==> config.mk <==
export PLATFORM = sky130hd
export DESIGN_NAME = servo_pos_ctrl
export DESIGN_NICKNAME = d
export VERILOG_FILES = /design/src/rtl/servo_pos_ctrl.sv
export SDC_FILE = /design/constraint.sdc
export NUM_CORES = 1
export LEC_CHECK = 0
export CAP_MARGIN = 20
export CORE_UTILIZATION = 30
export CTS_BUF_LIST = sky130_fd_sc_hd__clkbuf_8
export CTS_CLUSTER_DIAMETER = 50
export CTS_CLUSTER_SIZE = 24
export DETAILED_ROUTE_END_ITERATION = 8
export PLACE_DENSITY = 0.44
export SYNTH_ARGS = -nofsm -noshare
export SYNTH_HDL_FRONTEND = slang
export SYNTH_SLANG_ARGS = --single-unit
==> constraint.sdc <==
create_clock -name CLK -period 6.45 [get_ports CLK]
set_clock_uncertainty 0.05 [all_clocks]
set_input_delay 1.6125 -clock CLK [delete_from_list [all_inputs] [get_ports CLK]]
set_output_delay 1.6125 -clock CLK [all_outputs]
set_load 0.005 [all_outputs]
==> src/rtl/servo_pos_ctrl.sv <==
// servo_pos_ctrl: debounces the UP/DN/MODO buttons, owns the servo position
// (0..4) and the manual/sweep mode, and generates the servo PWM frame.
module servo_pos_ctrl #(
  parameter int DEB_CYCLES  = 1_000_000,
  parameter int STEP_CYCLES = 50_000_000,
  parameter int PWM_PERIOD  = 1_000_000,
  parameter int PWM_MIN     = 50_000,
  parameter int PWM_STEP    = 12_500
) (
  input  logic       CLK,
  input  logic       RST,
  input  logic       BTN_UP,
  input  logic       BTN_DN,
  input  logic       BTN_MODO,
  output logic [2:0] posi,
  output logic       modo,
  output logic       SERVO_PWM
);

  localparam int DW = $clog2(DEB_CYCLES + 1);
  localparam int SW = $clog2(STEP_CYCLES + 1);
  localparam int PW = $clog2(PWM_PERIOD + 1);

  localparam logic [DW-1:0] DEB_LAST   = DW'(DEB_CYCLES - 1);
  localparam logic [SW-1:0] STEP_LAST  = SW'(STEP_CYCLES - 1);
  localparam logic [PW-1:0] FRAME_LAST = PW'(PWM_PERIOD - 1);
  localparam logic [PW-1:0] MIN_W      = PW'(PWM_MIN);
  localparam logic [PW-1:0] STEP_W     = PW'(PWM_STEP);

  typedef enum logic {MODE_A = 1'b0, MODE_B = 1'b1} mode_t;
  typedef enum logic {DIR_UP = 1'b0, DIR_DOWN = 1'b1} dir_t;

  // Button bit order everywhere: 0 = UP, 1 = DN, 2 = MODO.
  logic [2:0]    btn_raw;
  logic [2:0]    sync_a;
  logic [2:0]    sync_b;
  logic [2:0]    deb_level;
  logic [2:0]    deb_prev;
  logic [2:0]    press;
  logic [DW-1:0] deb_cnt [3];

  mode_t         mode;
  dir_t          dir;
  logic [SW-1:0] step_cnt;

  logic [PW-1:0] frame_cnt;
  logic [PW-1:0] width;
  logic [PW-1:0] width_now;

  assign btn_raw = {BTN_MODO, BTN_DN, BTN_UP};

  // A press is the first cycle a debounced level is seen high.
  assign press = deb_level & ~deb_prev;

  assign modo = (mode == MODE_B);

  // Two-flop synchronizers followed by a stable-count debouncer per button.
  always_ff @(posedge CLK) begin
    if (RST) begin
      sync_a    <= '0;
      sync_b    <= '0;
      deb_level <= '0;
      deb_prev  <= '0;
      for (int i = 0; i < 3; i++) begin
        deb_cnt[i] <= '0;
      end
    end else begin
      sync_a   <= btn_raw;
      sync_b   <= sync_a;
      deb_prev <= deb_level;
      for (int i = 0; i < 3; i++) begin
        if (sync_b[i] == deb_level[i]) begin
          deb_cnt[i] <= '0;
        end else if (deb_cnt[i] == DEB_LAST) begin
          deb_level[i] <= sync_b[i];
          deb_cnt[i]   <= '0;
        end else begin
          deb_cnt[i] <= deb_cnt[i] + DW'(1);
        end
      end
    end
  end

  // Mode/position state machine: MODO wins, then manual steps or the timed sweep.
  always_ff @(posedge CLK) begin
    if (RST) begin
      mode     <= MODE_A;
      dir      <= DIR_UP;
      step_cnt <= '0;
      posi     <= 3'd0;
    end else if (press[2]) begin
      step_cnt <= '0;
      if (mode == MODE_A) begin
        mode <= MODE_B;
        dir  <= (posi == 3'd4) ? DIR_DOWN : DIR_UP;
      end else begin
        mode <= MODE_A;
      end
    end else if (mode == MODE_A) begin
      step_cnt <= '0;
      if (press[0] && !press[1] && posi != 3'd4) begin
        posi <= posi + 3'd1;
      end else if (press[1] && !press[0] && posi != 3'd0) begin
        posi <= posi - 3'd1;
      end
    end else if (step_cnt == STEP_LAST) begin
      step_cnt <= '0;
      if (dir == DIR_UP) begin
        if (posi == 3'd4) begin
          dir  <= DIR_DOWN;
          posi <= 3'd3;
        end else begin
          posi <= posi + 3'd1;
        end
      end else begin
        if (posi == 3'd0) begin
          dir  <= DIR_UP;
          posi <= 3'd1;
        end else begin
          posi <= posi - 3'd1;
        end
      end
    end else begin
      step_cnt <= step_cnt + SW'(1);
    end
  end

  // The width for a frame is sampled only at its first cycle so pulses never glitch.
  assign width_now = (frame_cnt == '0) ? (MIN_W + PW'(posi) * STEP_W) : width;

  // Frame counter, latched width and registered pulse output.
  always_ff @(posedge CLK) begin
    if (RST) begin
      frame_cnt <= '0;
      width     <= '0;
      SERVO_PWM <= 1'b0;
    end else begin
      frame_cnt <= (frame_cnt == FRAME_LAST) ? '0 : frame_cnt + PW'(1);
      width     <= width_now;
      SERVO_PWM <= (frame_cnt < width_now);
    end
  end

endmodule

==> results.py, run 1 <==
metrics = {
    "power_and_ir_drop": {
        "swShare_pct": 23.0,
        "power_frac_seq_pct": 52.1,
        "p_int_uw": 1470,
        "power_density_nw_per_um2": 220,
        "p_leak_uw": 0.00316,
        "comb_power_share_pct": 5.0,
        "clockPowerShare_pct": 42.9,
        "ir_drop_mv": 0.113,
        "p_sw_uw": 440,
    },
    "floorplan": {
        "core_area_um2": 25100,
        "die_w_um": 162,
        "initial_core_util_pct": 30.5,
        "row_count": 58,
        "ios": 10,
        "dieArea_um2": 26100,
        "die-height_um": 162,
    },
    "final_layout": {
        "area_growth_pct": 13.7,
        "final_nets": 900,
        "fillCellCount": 2645,
        "drive_gt1_share_pct": 5.29,
        "insertedDiodeCount": 0,
        "final_core_util_pct": 34.6,
    },
    "grt": {
        "grt_remaining_overflow": 0,
        "antenna_found_initial": 0,
        "grt.total_usage_pct": 12.6,
        "grt_pass1_wl_um": 26300,
        "grt_max_degree": 47,
        "grt_pass1_vias": 5346,
    },
    "yosys": {
        "ys_seq_area_share_pct": 45.5,
        "ys_warn_count": 0,
        "synth_area_um2": 7650,
        "synthTopCellsByCount": "nor2_1 (148), dfxtp_1 (84), xor2_1 (67)",
        "synth_most_common_cell": "nor2_1",
        "async_flop_share_pct": 0,
        "ys.flop_type": "dfxtp_1",
        "yosys_register_bits": 144,
        "synthTopCellsByArea": "edfxtp_1 (24%), dfxtp_1 (22%), xor2_1 (7.7%)",
        "yosys.area.top_type": "edfxtp_1",
        "avgSynthCellArea_um2": 9.64,
        "synth_edf_count": 60,
        "synth_top_area_share_pct": 23.5,
        "synth_cell_types": 56,
        "synth_cells": 794,
    },
    "setup_path": {
        "cp_cell_sequence": "inv_1 -> ha_1 -> inv_1 -> ha_1 -> a31o_2 -> a31oi_1 -> xnor2_1 -> or4b_1 -> nand3_1 -> ha_1 -> and4_1 -> a221oi_1 -> o211ai_1 -> a31oi_1",
        "path_buf_inv": 2,
        "cp-end-kind": "flip-flop",
        "crit_path_top_delay_cell": "or4b_1",
        "cp_max_fo": 8,
        "cp_top_family": "compound AO/OA/AOI/OAI gates",
        "cp_common_cell": "ha_1",
        "required_ps": 6770,
        "critPathLaunchType": "flip-flop",
        "critical_path_class": "flip-flop to flip-flop",
        "slowest_delay_ps": 540,
        "arrival_ps": 4110,
    },
    "placement": {
        "place_congestion": 0.772,
        "numPortBuffers": 9,
        "hpwlAfterDp_um": 10600,
    },
    "sta": {
        "min_period_over_period_pct": 58.8,
        "fin_crit_ps": 3790,
        "setup_viol": 0,
        "drv_slew": 0,
        "hold_viol_final": 0,
        "slew_headroom_pct": 35.7,
        "worst_pin_slew_ps": 964,
        "fin_setup_tns_ps": 0,
        "hold_ws_ps": 391,
        "timing.fmax_mhz": 264,
        "rsz0062_at_grt": "false",
    },
    "routing": {
        "routed_wl_um": 15100,
        "wire_per_inst_um": 12.6,
        "drcViolationCount": 0,
        "drt_iter0_drc": 293,
        "num_vias": 5396,
        "postRouteAntennaNets": 0,
        "first_pass_iters": 5,
        "via_per_inst": 4.50,
    },
    "cts": {
        "cts_tree": "built",
        "clock_path_buffers": 2,
        "clockRootBuffer": "clkbuf_8",
        "htree_levels": 4,
        "clock_latency_ps": 450,
        "clkSinkCount": 144,
        "holdBufCountCts": 0,
        "postCtsSetupBuffers": 0,
        "cts_made_buffers": 17,
        "cts.clk_slew.worst_paths_ps": 80,
        "cts-resized-gates": 0,
    },
    "status": {
        "run_status": "finished, final reports clean",
    },
    "min_path": {
        "hold_class": "flip-flop to flip-flop",
    },
    "flow_run": {
        "cap_violations": 0,
    },
}
stage by stage:
stage	area, um^2	setup slack, ps	std cells	power, uW
floorplan	7870	2940	853	1090
global placement	8250	2720	1168	1110
detailed placement	8250	2660	1168	1110
CTS	8700	2630	1200	1940
global route	8700	2370	1200	2010
finish	8700	2660	1200	1910
cell families after synthesis:
group / after synthesis / share of synthesized area [%]
DFF: 144 / 45.5
adders and majority gates: 38 / 6.21
buffers and inverters: 48 / 2.85
and+or+nand+nor: 377 / 25.1
muxes: 18 / 2.37
xor gates and xnor gates: 109 / 12.8
AOI/OAI and AO/OA: 59 / 5.04
other: 1 / 0.0490
flip-flops by register name, summed over array words and instances (netlist names), named ones only:
signal and cells:
sync_b 3, width 20, step_cnt 26, modo 1, SERVO_PWM 1, deb_prev 3, deb_cnt 60, sync_a 3
deb_level 3, posi 3, frame_cnt 20
power by group through the flow:
stage	clock [uW]	sequential (uW)	combinational, uW
final	820	995	94.8
after global routing	897	1000	110
after CTS	853	995	96.1
after detailed placement	0	1020	95.9
after global placement	0	1020	96.7
after floorplan	0	1010	80.0
layout by cell type (no fill, tap or decap), drive strengths merged, types with 5 or more instances in the layout:
cell type / instances
or3: 9
inv: 24
edfxtp: 60
nand4: 27
nor2: 149
o21ai: 7
clkdlybuf4s50: 8
ha: 38
xnor2: 40
and2: 11
conb: 60
xor2: 67
nor3: 13
bufinv: 5
a31oi: 7
o211ai: 5
nand3: 47
a211oi: 5
clkinv: 5
nor4: 10
dfxtp: 84
a21oi: 19
and4: 13
nor2b: 11
and3: 15
nand2: 46
clkbuf: 17
nor4b: 7
mux2i: 17
per-layer routing:
metal	share of wire, %	vias up	GRT usage (%)
met2	44	46	19.8
met4	0.91	0	3.60
met1	52	2473	16.8
met5	0	-	0
li1	-	2867	-
met3	3.1	10	3.60
layout make-up:
cell class / instances / area, um^2 / share of cell area [%]
timing repair buffer: 10 / 92.6 / 1.06
clock inverter: 15 / 219 / 2.52
sequential: 144 / 3480 / 40.0
multi-input combinational: 661 / 4170 / 48.0
inverter: 23 / 86.3 / 0.992
tap: 330 / 413 / 4.75
clock buffer: 17 / 234 / 2.69
path summary, 6_finish.rpt:
kind / cells past startpoint / slack [ps] / endpoint / startpoint
max: 14 / 2660 / SERVO_PWM / posi[1]
min: 1 / 390 / sync_b[0] / sync_a[0]
max reg2reg: 14 / 2660 / SERVO_PWM / posi[1]
min reg2reg: 1 / 390 / sync_b[0] / sync_a[0]
worst register-to-register path, cell delays in order (launching register included):
cell and delay, ps:
dfxtp_1 490, inv_1 130, ha_1 360, inv_1 60, ha_1 300, a31o_2 230, a31oi_1 160, xnor2_1 150
or4b_1 540, nand3_1 110, ha_1 250, and4_1 220, a221oi_1 340, o211ai_1 150, a31oi_1 170
No activity file was read; power rests on OpenSTA's default activity.
==> run 2: changes to the inputs <==
==> constraint.sdc (replaced) <==
create_clock -name CLK -period 3.7 [get_ports CLK]
set_clock_uncertainty 0.05 [all_clocks]
set_input_delay 0.925 -clock CLK [delete_from_list [all_inputs] [get_ports CLK]]
set_output_delay 0.925 -clock CLK [all_outputs]
set_load 0.005 [all_outputs]
==> results.py, run 2 (synthesis results as in run 1) <==
metrics = {
    "grt": {
        "antenna_found_initial": 0,
        "grt_pass1_vias": 5245,
        "grt.total_usage_pct": 12.6,
        "grt_max_degree": 27,
        "grt_remaining_overflow": 0,
        "grt_pass1_wl_um": 26200,
    },
    "floorplan": {
        "row_count": 58,
        "initial_core_util_pct": 30.5,
        "ios": 10,
        "core_area_um2": 25100,
        "die_w_um": 162,
        "dieArea_um2": 26100,
        "die-height_um": 162,
    },
    "final_layout": {
        "regMostFlops": "deb_cnt",
        "final_common_cell": "nor2_1",
        "top_regs": "deb_cnt: 60 flops, step_cnt: 26 flops",
        "insertedDiodeCount": 0,
        "largest_reg_flops": 60,
        "final_cell_mix": "nor2_1 (148), dfxtp_1 (83), xor2_1 (66)",
        "drive_gt1_share_pct": 7.04,
        "final_nets": 911,
        "area_growth_pct": 14.4,
    },
    "min_path": {
        "hold_class": "flip-flop to flip-flop",
    },
    "setup_path": {
        "cp-end-kind": "flip-flop",
        "arrival_ps": 3810,
        "required_ps": 4030,
        "critPathLaunchType": "flip-flop",
        "cp_max_fo": 4,
        "critical_path_class": "flip-flop to flip-flop",
    },
    "cts": {
        "cts.clk_slew.worst_paths_ps": 90,
        "clock_latency_ps": 440,
        "htree_levels": 4,
        "cts_tree": "built",
        "holdBufCountCts": 0,
        "clockRootBuffer": "clkbuf_8",
        "cts_made_buffers": 17,
        "clkSinkCount": 144,
        "clock_path_buffers": 2,
    },
    "sta": {
        "worst_pin_slew_ps": 905,
        "setup_viol": 0,
        "hold_viol_final": 0,
        "drv_slew": 0,
        "min_period_over_period_pct": 94.1,
        "hold_ws_ps": 384,
        "timing.fmax_mhz": 287,
        "slew_headroom_pct": 39.7,
        "fin_crit_ps": 3480,
    },
    "routing": {
        "first_pass_iters": 4,
        "via_per_inst": 4.51,
        "drcViolationCount": 0,
        "wire_per_inst_um": 12.8,
        "num_vias": 5463,
        "routed_wl_um": 15500,
        "postRouteAntennaNets": 0,
        "drt_iter0_drc": 281,
    },
    "placement": {
        "hpwlAfterDp_um": 11000,
        "place_congestion": 0.723,
        "numPortBuffers": 9,
    },
    "power_and_ir_drop": {
        "power_density_nw_per_um2": 366,
        "ir_drop_mv": 0.188,
        "power_uw": 3200,
        "p_leak_uw": 0.00320,
    },
    "status": {
        "run_status": "finished, final reports clean",
    },
    "flow_run": {
        "cap_violations": 0,
    },
}
==> run 2: report_power, final <==
part           internal [uW]  switching, uW
Clock                    656            645
Sequential              1700           38.7
Combinational           71.8           96.4
==> run 2: final timing paths <==
| check | startpoint | end | depth (start not counted) | slack [ps] |
|---|---|---|---|---|
| setup / recovery | posi[1] | SERVO_PWM | 14 | 220 |
| hold / removal | sync_a[0] | sync_b[0] | 1 | 380 |
| setup reg to reg | posi[1] | SERVO_PWM | 14 | 220 |
| hold reg to reg | sync_a[0] | sync_b[0] | 1 | 380 |
==> run 2: timing repair <==
action                     4_1_cts  5_1_grt
setup endpoints to repair        0        1
setup buffers                    0        0
hold endpoints to repair         0        0
resized for setup                0        3
==> run 2: final cells by class <==
type                    count  area [um^2]
flip-flops and latches    144         3480
inverters                  23         86.3
clock inverters            12          133
repair buffers             21          175
fillers                  2677        16400
multi-input cells         661         4190
well taps                 330          413
clock buffers              20          275
==> run 2: layer usage <==
| metal | wire [um] | part of all wire (%) | vias to the layer above | GRT usage [%] |
|---|---|---|---|---|
| met4 | 188 | 1.2 | 0 | 3.99 |
| li1 | - | - | 2888 | - |
| met1 | 8050 | 52 | 2515 | 17.4 |
| met3 | 339 | 2.2 | 11 | 2.94 |
| met2 | 6880 | 44 | 49 | 19.4 |
| met5 | 0 | 0 | - | 0 |
==> run 2: per-stage QoR <==
step / utilization (%) / cells / cell area (um^2) / setup TNS (ps) / setup slack, ps
floorplan: - / 853 / 7870 / 0 / 194
global placement: 33.2 / 1179 / 8330 / 0 / 138
detailed placement: 33.2 / 1179 / 8330 / 0 / 55.9
CTS: 34.8 / 1211 / 8740 / 0 / 19.3
global route: 34.9 / 1211 / 8750 / -4.40 / -4.40
finish: 34.9 / 1211 / 8750 / 0 / 220
==> run 2: worst max-delay path, cell delays in order, from the launching register on <==
cell	delay, ps
dfxtp_1	330
inv_1	80
ha_1	340
inv_1	60
ha_1	310
a31o_2	230
a31oi_1	160
xnor2_1	150
or4b_1	550
nand3_1	120
ha_1	250
and4_1	230
a221oi_2	270
o211ai_1	120
a31oi_1	160
